$ cat src/rtl/mem_stage_ctrl.sv
// Memory-stage sequencer: turns M-stage load/store controls into a held req/ack
// memory access, stalls the pipeline front and flags misaligned/timed-out accesses.
// Optional build macro: MEM_STAGE_CTRL_POSTED_STORE_EN (posted stores).
module mem_stage_ctrl #(
  parameter int unsigned TIMEOUT_CYCLES = 16,
  parameter int unsigned DATA_W         = 32
) (
  input  logic              clk,
  input  logic              rst_n,
  input  logic              valid_M,
  input  logic              write_enable_dmem_M,
  input  logic [1:0]        write_back_M,
  input  logic [DATA_W-1:0] alu_rsl_M,
  input  logic [DATA_W-1:0] wd_M,
  output logic              mem_req,
  output logic              mem_we,
  output logic [DATA_W-1:0] mem_addr,
  output logic [DATA_W-1:0] mem_wdata,
  input  logic              mem_ack,
  input  logic [DATA_W-1:0] mem_rdata,
  output logic [DATA_W-1:0] rdata_M,
  output logic              stall_M,
  output logic              bubble_W,
  input  logic              err_clr,
  output logic              err_o,
  output logic [DATA_W-1:0] err_addr
);

  localparam int unsigned      CNT_W    = $clog2(TIMEOUT_CYCLES);
  localparam logic [CNT_W-1:0] CNT_LAST = CNT_W'(TIMEOUT_CYCLES - 1);

  typedef enum logic [1:0] {
    IDLE = 2'd0,
    BUSY = 2'd1,
    DONE = 2'd2
  } state_t;

  state_t              state_q;
  logic                mem_req_q;
  logic                mem_we_q;
  logic [DATA_W-1:0]   mem_addr_q;
  logic [DATA_W-1:0]   mem_wdata_q;
  logic [DATA_W-1:0]   rdata_q;
  logic                err_q;
  logic [DATA_W-1:0]   err_addr_q;
  logic [CNT_W-1:0]    cnt_q;
`ifdef MEM_STAGE_CTRL_POSTED_STORE_EN
  logic                posted_q;
`endif

  logic              access;
  logic              is_store;
  logic              misaligned;
  logic              timeout;
  logic              err_set;
  logic [DATA_W-1:0] err_set_addr;

  assign access     = valid_M & (write_enable_dmem_M | (write_back_M == 2'b01));
  assign is_store   = write_enable_dmem_M;
  assign misaligned = alu_rsl_M[1:0] != 2'b00;
  assign timeout    = (state_q == BUSY) & ~mem_ack & (cnt_q == CNT_LAST);

  always_comb begin
    err_set      = 1'b0;
    err_set_addr = '0;
    if ((state_q == IDLE) && access && misaligned) begin
      err_set      = 1'b1;
      err_set_addr = alu_rsl_M;
    end else if (timeout) begin
      err_set      = 1'b1;
      err_set_addr = mem_addr_q;
    end
  end

  always_comb begin
    stall_M  = 1'b0;
    bubble_W = 1'b0;
    case (state_q)
      IDLE: begin
        if (access && !misaligned) begin
`ifdef MEM_STAGE_CTRL_POSTED_STORE_EN
          stall_M  = ~is_store;
          bubble_W = ~is_store;
`else
          stall_M  = 1'b1;
          bubble_W = 1'b1;
`endif
        end else if (access) begin
          bubble_W = 1'b1;
        end
      end
      BUSY: begin
`ifdef MEM_STAGE_CTRL_POSTED_STORE_EN
        // A posted store only holds back the next memory instruction.
        stall_M  = posted_q ? access : 1'b1;
        bubble_W = posted_q ? access : 1'b1;
`else
        stall_M  = 1'b1;
        bubble_W = 1'b1;
`endif
      end
      default: begin
        stall_M  = 1'b0;
        bubble_W = 1'b0;
      end
    endcase
  end

  always_ff @(posedge clk) begin
    if (!rst_n) begin
      state_q     <= IDLE;
      mem_req_q   <= 1'b0;
      mem_we_q    <= 1'b0;
      mem_addr_q  <= '0;
      mem_wdata_q <= '0;
      rdata_q     <= '0;
      err_q       <= 1'b0;
      err_addr_q  <= '0;
      cnt_q       <= '0;
`ifdef MEM_STAGE_CTRL_POSTED_STORE_EN
      posted_q    <= 1'b0;
`endif
    end else begin
      // A simultaneous set overrides err_clr and captures the new address.
      if (err_set) begin
        err_q <= 1'b1;
        if (!err_q || err_clr) err_addr_q <= err_set_addr;
      end else if (err_clr) begin
        err_q      <= 1'b0;
        err_addr_q <= '0;
      end

      case (state_q)
        IDLE: begin
          if (access && !misaligned) begin
            mem_req_q   <= 1'b1;
            mem_we_q    <= is_store;
            mem_addr_q  <= alu_rsl_M;
            mem_wdata_q <= wd_M;
            cnt_q       <= '0;
            state_q     <= BUSY;
`ifdef MEM_STAGE_CTRL_POSTED_STORE_EN
            posted_q    <= is_store;
`endif
          end
        end
        BUSY: begin
          if (mem_ack || timeout) begin
            mem_req_q <= 1'b0;
            if (mem_ack && !mem_we_q) rdata_q <= mem_rdata;
`ifdef MEM_STAGE_CTRL_POSTED_STORE_EN
            state_q <= posted_q ? IDLE : DONE;
`else
            state_q <= DONE;
`endif
          end else begin
            cnt_q <= cnt_q + CNT_W'(1);
          end
        end
        DONE:    state_q <= IDLE;
        default: state_q <= IDLE;
      endcase
    end
  end

  assign mem_req   = mem_req_q;
  assign mem_we    = mem_we_q;
  assign mem_addr  = mem_addr_q;
  assign mem_wdata = mem_wdata_q;
  assign rdata_M   = rdata_q;
  assign err_o     = err_q;
  assign err_addr  = err_addr_q;

endmodule
$ cat config.mk
export PLATFORM = sky130hd
export DESIGN_NAME = mem_stage_ctrl
export DESIGN_NICKNAME = d
export VERILOG_FILES = /design/src/rtl/mem_stage_ctrl.sv
export SDC_FILE = /design/constraint.sdc
export NUM_CORES = 1
export LEC_CHECK = 0
export CAP_MARGIN = 20
export CORE_MARGIN = 3
export CORE_UTILIZATION = 45
export DETAILED_ROUTE_END_ITERATION = 7
export PLACE_DENSITY = 0.82
export SYNTH_ARGS = -nofsm -noshare
export SYNTH_HDL_FRONTEND = slang
export SYNTH_SLANG_ARGS = --single-unit
$ cat constraint.sdc
create_clock -name clk -period 3.9 [get_ports clk]
set_input_delay 1.17 -clock clk [delete_from_list [all_inputs] [get_ports clk]]
set_output_delay 1.17 -clock clk [all_outputs]
set_load 0.02 [all_outputs]
==> impl_metrics.tcl <==
set metrics [dict create \
    post-cts-setup-buffer-count 0 \
    antenna_found_initial 0 \
    syn_area_per_cell_um2 8.31 \
    slew_viol_final 0 \
    tightest_slew_ns 0.652 \
    synth-seq-cells 137 \
    dp_hpwl_um 11800 \
    outcome "complete, no violations" \
    leakage_nw 2.86 \
    critical_path_class "in -> out" \
    vias 5367 \
    p_per_area_nw_per_um2 437 \
    holdBufCountCts 0 \
    synthFlopType "dfxtp_1" \
    syn_inst 622 \
    setup_viol 0 \
    syn-cell-area_um2 5170 \
    clk_path_buf_depth 2 \
    die_y_um 113 \
    fin_tns_setup_ns 0 \
    port_buffers 236 \
    yosysWarnings 0 \
    ios 237 \
    yosysTopAreaCellShare 0.530 \
    worstPathArrival_ns 2.63 \
    pwr-share-clk 0.470 \
    finalNetCount 949 \
    combPwrFrac 0.123 \
    switching_power_mw 0.832 \
    wl_per_cell_um 16.7 \
    cpPeakStageDelay_ns 0.39 \
    drc 0 \
    dp.cells 965 \
    worst_ep_required_time_ns 2.73 \
    path_cells "clkdlybuf4s50_1, nand2b_1, a211o_1, o31ai_1, dlygate4sd2_1" \
    worst-path-buf-inv 2 \
    hold_viol_final 0 \
    synth.top_cells.by_area "dfxtp_1, nand2_1, a21oi_1, a22oi_1, a211oi_1" \
    dr.first_iter.drc_count 307 \
    ys_top_cells_by_count "nand2_1, dfxtp_1, a21oi_1" \
    rsz0062_at_grt "no" \
    post_cts_resized 2 \
    synth_most_common_cell "nand2_1" \
    crit_path_end_kind "output pin" \
    synth_cell_types 35 \
    cts-root-buf "clkbuf_16" \
    seq_area_frac_synth 0.530 \
    area_growth_pct 60.5 \
    fin_util 0.752 \
    async_reset_ff_frac 0 \
    seq_power_share 0.407 \
    fin_crit_ns 3.80 \
    fin_crit_sh 0.975 \
    vias_per_cell 5.39 \
    routed_wl_um 16600 \
    initial_core_util 0.469 \
    slew_headroom 0.565 \
    firstDrtPassIters 5 \
    ir_worst_vdd_uv 255 \
    rows 38 \
    p_int_mw 2.79 \
    htree_levels 4 \
    skew_ns 0.0121 \
    fin_cells 996 \
    cp_max_fo 2 \
    gr-usage-all-layers 0.253 \
    min_path_type "reg -> reg" \
    die_x_um 113 \
    cts_made_buffers 17 \
    gp_congestion 0.844 \
    fill_cells 828 \
    drive_gt1_frac 0.0736 \
    cts.clk_slew.worst_paths_ns 0.05 \
    grt_max_degree 62 \
    die_area_um2 12800 \
    cts.sinks 137 \
    core_area_um2 11000 \
    max_freq_ghz 0.263 \
    syn_nets 727 \
    final_antenna_net_count 0 \
    synth_edf_count 0 \
    cp_top_family "buffers and inverters" \
    overflow 0 \
    cts_tree "yes" \
    antenna_cells 0 \
    crit_path_start_kind "input pin" \
    grt_pass1_wl_um 26100 \
    swShare 0.230 \
    cap_violations 0 \
    grt_pass1_vias 5317 \
    clock_latency_ns 0.41 \
    critPathSlowestCell "clkdlybuf4s50_1" \
    synth_top_cell_by_area "dfxtp_1" \
]
-- state kept, by name, summed over array words and instances (netlist names) --
| name | count |
|---|---|
| mem_wdata | 32 |
| err_o | 1 |
| cnt_q | 4 |
| state_q | 2 |
| mem_addr | 32 |
| rdata_M | 32 |
| mem_req | 1 |
| err_addr | 32 |
| mem_we | 1 |
-- layout make-up --
type / count / area, um^2 / share of cell area
Sequential cell: 137 / 2740 / 0.331
Timing Repair Buffer: 256 / 2520 / 0.304
Multi-Input combinational cell: 427 / 2200 / 0.265
Clock buffer: 20 / 467 / 0.0563
Tap cell: 140 / 175 / 0.0211
Clock inverter: 11 / 170 / 0.0205
Inverter: 5 / 21.3 / 0.00256
-- cell families after synthesis --
group,count (synthesis),synth area share
AO/OA/AOI/OAI,175,0.213
XOR/XNOR,1,0.00169
adder cells (fa/ha/maj),1,0.00242
buffers and inverters,58,0.0525
flip-flops,137,0.530
AND/OR/NAND/NOR,250,0.200
-- power groups by stage --
stage / registers [mW] / clock network (mW) / logic, mW
detailed placement: 1.51 / 0 / 0.445
floorplan: 1.56 / 0 / 0.141
global placement: 1.50 / 0 / 0.437
global route: 1.48 / 1.79 / 0.475
finish: 1.48 / 1.70 / 0.445
CTS: 1.48 / 1.73 / 0.447
-- per-layer routing --
layer,track usage,vias to the layer above,share of wire
met5,0,-,0
met2,0.446,218,0.51
met4,0.120,0,0.033
li1,-,2578,-
met1,0.281,2530,0.38
met3,0.0722,41,0.079
-- per-stage QoR --
stage	total power [mW]	cell area, um^2	hold slack [ns]	worst slack (ns)
finish	3.62	8300	0.454	0.0980
global route	3.74	8300	0.466	0.0692
CTS	3.65	8300	0.455	0.0798
detailed placement	1.95	7660	0.449	-0.213
global placement	1.94	7660	0.441	-0.159
floorplan	1.70	5170	0.453	0.427
-- placed cells by master, fill, tap and decap left out, types with 2 or more instances in the layout --
cell               n
clkdlybuf4s50_1  234
nand2_1          196
dfxtp_1          137
a21oi_1           99
nor3_1            32
a22oi_1           32
a211oi_1          30
buf_4             19
clkbuf_16         17
inv_1              4
nor2_1             4
bufinv_16          4
o31ai_1            3
and3_1             3
clkinvlp_4         3
clkbuf_8           3
nand2b_1           2
a2111oi_4          2
and2_1             2
nand3_1            2
o21ai_0            2
clkinv_2           2
clkinv_4           2
dlygate4sd2_1      2
-- worst min-delay path: cells and delay by family, from the launching register on --
kind            cells  cell delay, ns
flops               1            0.30
simple gates        1            0.05
compound gates      1            0.05
-- worst paths after layout --
check / startpoint / to / slack, ns / cells past startpoint
worst min register to register: mem_wdata[7]$_SDFFE_PN0P_ / mem_wdata[7]$_SDFFE_PN0P_ / 0.45 / 2
worst max register to register: cnt_q[0]$_SDFFE_PN0P_ / err_addr[5]$_SDFFE_PN0P_ / 1.78 / 6
worst max-delay path: write_back_M[1] / stall_M / 0.1 / 5
worst min-delay path: mem_wdata[7]$_SDFFE_PN0P_ / mem_wdata[7]$_SDFFE_PN0P_ / 0.45 / 2
No activity file was read; power rests on OpenSTA's default activity.
==> RTL change 1, RTL diff (same settings) <==
Reset style: asynchronous (`rst_n`), changed in one clocked block.
--- a/src/rtl/mem_stage_ctrl.sv
+++ b/src/rtl/mem_stage_ctrl.sv
@@ -108,3 +108,3 @@
 
-  always_ff @(posedge clk) begin
+  always_ff @(posedge clk or negedge rst_n) begin
     if (!rst_n) begin
Behaviour: differs if rst_n is asserted again (counterexample within 4 cycles, from zero or initial values and one cycle with rst_n low); with rst_n held inactive, the same outputs for 4 cycles.
==> RTL change 1 against the original RTL <==
Routed wire length decreased by 11%; sequential cell count unchanged; setup slack got worse by 0.028 ns; critical endpoint unchanged; sequential share of layout area increased by 5.7 points; largest cell class unchanged; via count decreased by 26%; non-clock buffer count decreased by 4; synthesized area increased by 10%; final area increased by 6.5%.
Power is not compared: it rests on default switching activity, and its combinational part moved more than twofold at a synthesized area within 25%.
==> RTL change 1: results (changes against the original RTL) <==
.. list-table::
   :header-rows: 1

   * - Metric
     - Value
   * - Result of the run
     - complete, no violations
   * - Wire length after detailed routing
     - 14700 um (-11%)
   * - Prevailing post-synth register cell
     - dfrtp_1
   * - Worst hold path startpoint
     - mem_req$_DFFE_PN0P_
   * - Global Route Usage Sum
     - 21.6% (-3.7 points)
   * - Length of the first detailed-routing pass in iterations
     - 4 (-1)
   * - GP Congestion
     - 0.747 (-11%)
   * - Cell types with the highest counts after synthesis
     - dfrtp_1, mux2_2, mux2_4
   * - Synthesized area per cell
     - 15.9 um^2 (+91%)
   * - Final-stage net count
     - 713 (-25%)
   * - Worst setup path start
     - valid_M
   * - Worst-case hold path end point
     - mem_req$_DFFE_PN0P_
   * - Post-synthesis mux area share
     - 28.0% (+28 points)
   * - Post-synthesis async set-or-reset flop share
     - 100% (+100 points)
   * - Placement Setup Slack
     - -0.416 ns (-0.202 ns)
   * - Endpoint of the most critical register-to-register path
     - err_addr[15]$_DFFE_PN0P_
   * - Delay of the slowest critical-path stage
     - 0.46 ns (+0.07 ns)
   * - Pin count of the biggest net entering global routing
     - 81 (+31%)
   * - Clock period minus final worst setup slack
     - 3.83 ns (+0.0279 ns)
   * - Share of cells above drive strength 1
     - 28.5% (+21 points)
   * - Per-cell via count in the routed design
     - 5.07 (-6.0%)
   * - Post-synthesis adder-cell area fraction
     - 0.219% (-0.023 points)
   * - Library cells used by synthesis
     - 30 (-14%)
   * - Cells taking the most area after synthesis
     - dfrtp_1, mux2_2, mux2_4, a22o_1, buf_6
   * - Worst clock skew
     - 0.00347 ns (-0.00862 ns)
   * - Arrival time of data at the critical path endpoint
     - 2.66 ns (+0.03 ns)
RTL change 1: cell types whose count changed in the layout (fill, tap and decap cells not counted), sizes merged, moves of 3 or more:
cell / change
nor3: -31
clkbuf: +5
bufinv: -4
a22o: +32
dfxtp: -137
o31ai: -3
nor2: -3
a211oi: -30
mux2: +126
nand2: -186
a21oi: -98
dfrtp: +137
clkinvlp: -3
a22oi: -32
RTL change 1: logic make-up after synthesis:
logic type                 count (synthesis)
adders and majority gates                  1
and+or+nand+nor                           29
AOI/OAI and AO/OA                         41
muxes                                    126
buffers and inverters                     25
DFF                                      137
RTL change 1: per-stage QoR:
step,util (%),area [um^2]
finish,72.4,8840
floorplan,-,5710
detailed placement,67.8,8280
global placement,67.8,8280
global route,72.4,8840
CTS,72.2,8810
RTL change 1: worst max-delay path, delay by kind of cell:
family	cells	cell delay (ns)
AOI/OAI and AO/OA	1	0.46
buffers and inverters	2	0.60
and+or+nand+nor	2	0.44
RTL change 1: layout make-up:
cell class | count | share of cell area [%]
multi-input cells | 197 | 24.5
inverters | 3 | 0.127
flip-flops and latches | 137 | 38.8
well taps | 168 | 2.38
clock inverters | 3 | 0.170
repair buffers | 252 | 28.2
clock buffers | 25 | 5.83
RTL change 1: report_power, final:
part	leakage (uW)	switching, uW	total, uW	internal [uW]
logic	0.00205	851	1930	1070
clock network	0.000267	539	1430	896
registers	0.00170	233	2030	1790
total	0.00402	1620	5390	3760
RTL change 1: per-layer routing:
layer  global-route usage (%)  share of wire [%]  vias up
li1                         -                  -     1797
met1                     25.3                 39     1998
met2                     36.9                 52      164
met3                     8.09                7.5       18
met4                     6.73                1.7        0
met5                        0                  0        -
==> RTL change 2, RTL diff (same settings) <==
Without the edit above. The parameter `TIMEOUT_CYCLES` goes from 16 to 32.
--- a/src/rtl/mem_stage_ctrl.sv
+++ b/src/rtl/mem_stage_ctrl.sv
@@ -4,3 +4,3 @@
 module mem_stage_ctrl #(
-  parameter int unsigned TIMEOUT_CYCLES = 16,
+  parameter int unsigned TIMEOUT_CYCLES = 32,
   parameter int unsigned DATA_W         = 32
Function: no difference found for any inputs over 4 cycles, from zero or initial values and one cycle with rst_n low; that may be too few to reach the edited logic, so the function may still have changed.
==> RTL change 2 against the original RTL <==
Setup slack got worse by 0.060 ns; total power rose by 0.62%; routed wire length rose by 4.8%; sequential cell count rose by 1; synthesized area rose by 0.94%; synthesized cell count rose by 0.48%; critical path depth did not move; final area rose by 0.30%; clock skew fell by 0.0081 ns; first-iteration DRC count rose by 23%; fmax fell by 1.6%.
==> RTL change 2: results (changes against the original RTL) <==
.. list-table::
   :header-rows: 1

   * - Metric
     - Value
   * - Result of the run
     - complete, no violations
   * - Fill cells
     - 839 (+1.3%)
   * - Share of the yosys chip area belonging to registers
     - 52.9% (-0.11 points)
   * - Cell types with the highest counts after synthesis
     - nand2_1, dfxtp_1, a21oi_1
   * - Synthesized netlist cell count
     - 625 (+0.48%)
   * - Worst setup path start
     - valid_M
   * - Sw power
     - 848 uW (+1.9%)
   * - Final routed wire length divided by cell count
     - 17.5 um (+4.7%)
   * - Final Hold Slack
     - 0.455 ns (+0.00113 ns)
   * - Compound-Gate Fraction of Synth Area
     - 23.9% (+2.6 points)
   * - Arrival time of data at the critical path endpoint
     - 2.69 ns (+0.06 ns)
   * - Pleak
     - 0.00290 uW (+1.2%)
   * - Endpoint of the most critical register-to-register path
     - err_addr[4]$_SDFFE_PN0P_
   * - Combined area of the multi-input logic cells
     - 2220 um^2 (+1.2%)
   * - Number of resized instances in the post-cts repair step
     - 7 (+5)
   * - Syn nets
     - 731 (+0.55%)
   * - R2r setup slk
     - 1.72 ns (-0.06 ns)
   * - Worst hold path startpoint
     - mem_wdata[19]$_SDFFE_PN0P_
   * - Pin count of the biggest net entering global routing
     - 72 (+16%)
   * - Per-cell via count in the routed design
     - 5.43 (+0.83%)
   * - Placed Instance Area
     - 7680 um^2 (+0.26%)
   * - Placement Setup Slack
     - -0.471 ns (-0.257 ns)
   * - Drt first-iter violations
     - 378 (+23%)
   * - Actual slew at the worst max-slew pin
     - 0.830 ns (+0.178 ns)
   * - Share of cells above drive strength 1
     - 7.70% (+0.34 points)
   * - Wire length after detailed routing
     - 17400 um (+4.8%)
   * - Worst clock skew
     - 0.00401 ns (-0.00808 ns)
   * - Worst-case hold path end point
     - mem_wdata[19]$_SDFFE_PN0P_
   * - Delay of the slowest critical-path stage
     - 0.47 ns (+0.08 ns)
   * - First-pass GRT wire length
     - 26900 um (+3.1%)
   * - Cells taking the most area after synthesis
     - dfxtp_1, nand2_1, a21oi_1, a22oi_1, o31ai_1
   * - Library cells used by synthesis
     - 31 (-11%)
-- RTL change 2: tightest hold or removal path, stage by stage, from the launching register on --
cell and delay [ns]:
dfxtp_1 0.30, nand2_1 0.05, a21oi_1 0.05
-- RTL change 2: cell type report --
class | count | share of cell area, %
Timing Repair Buffer | 254 | 30.2
Sequential cell | 138 | 33.2
Inverter | 3 | 0.150
Multi-Input combinational cell | 430 | 26.7
Clock buffer | 20 | 5.61
Clock inverter | 12 | 2.04
Tap cell | 140 | 2.10
-- RTL change 2: per-layer routing --
metal  wire (um)  track usage (%)
met1        6710             30.3
met2        8990             45.9
met3        1320             7.48
met4         390             10.6
met5           0                0
-- RTL change 2: power by group through the flow --
stage / clock, uW / sequential (uW) / combinational [uW]
5_1_grt: 1800 / 1490 / 475
4_1_cts: 1730 / 1490 / 447
2_1_floorplan: 0 / 1570 / 138
3_3_place_gp: 0 / 1510 / 436
6_report: 1710 / 1490 / 448
3_5_place_dp: 0 / 1520 / 443
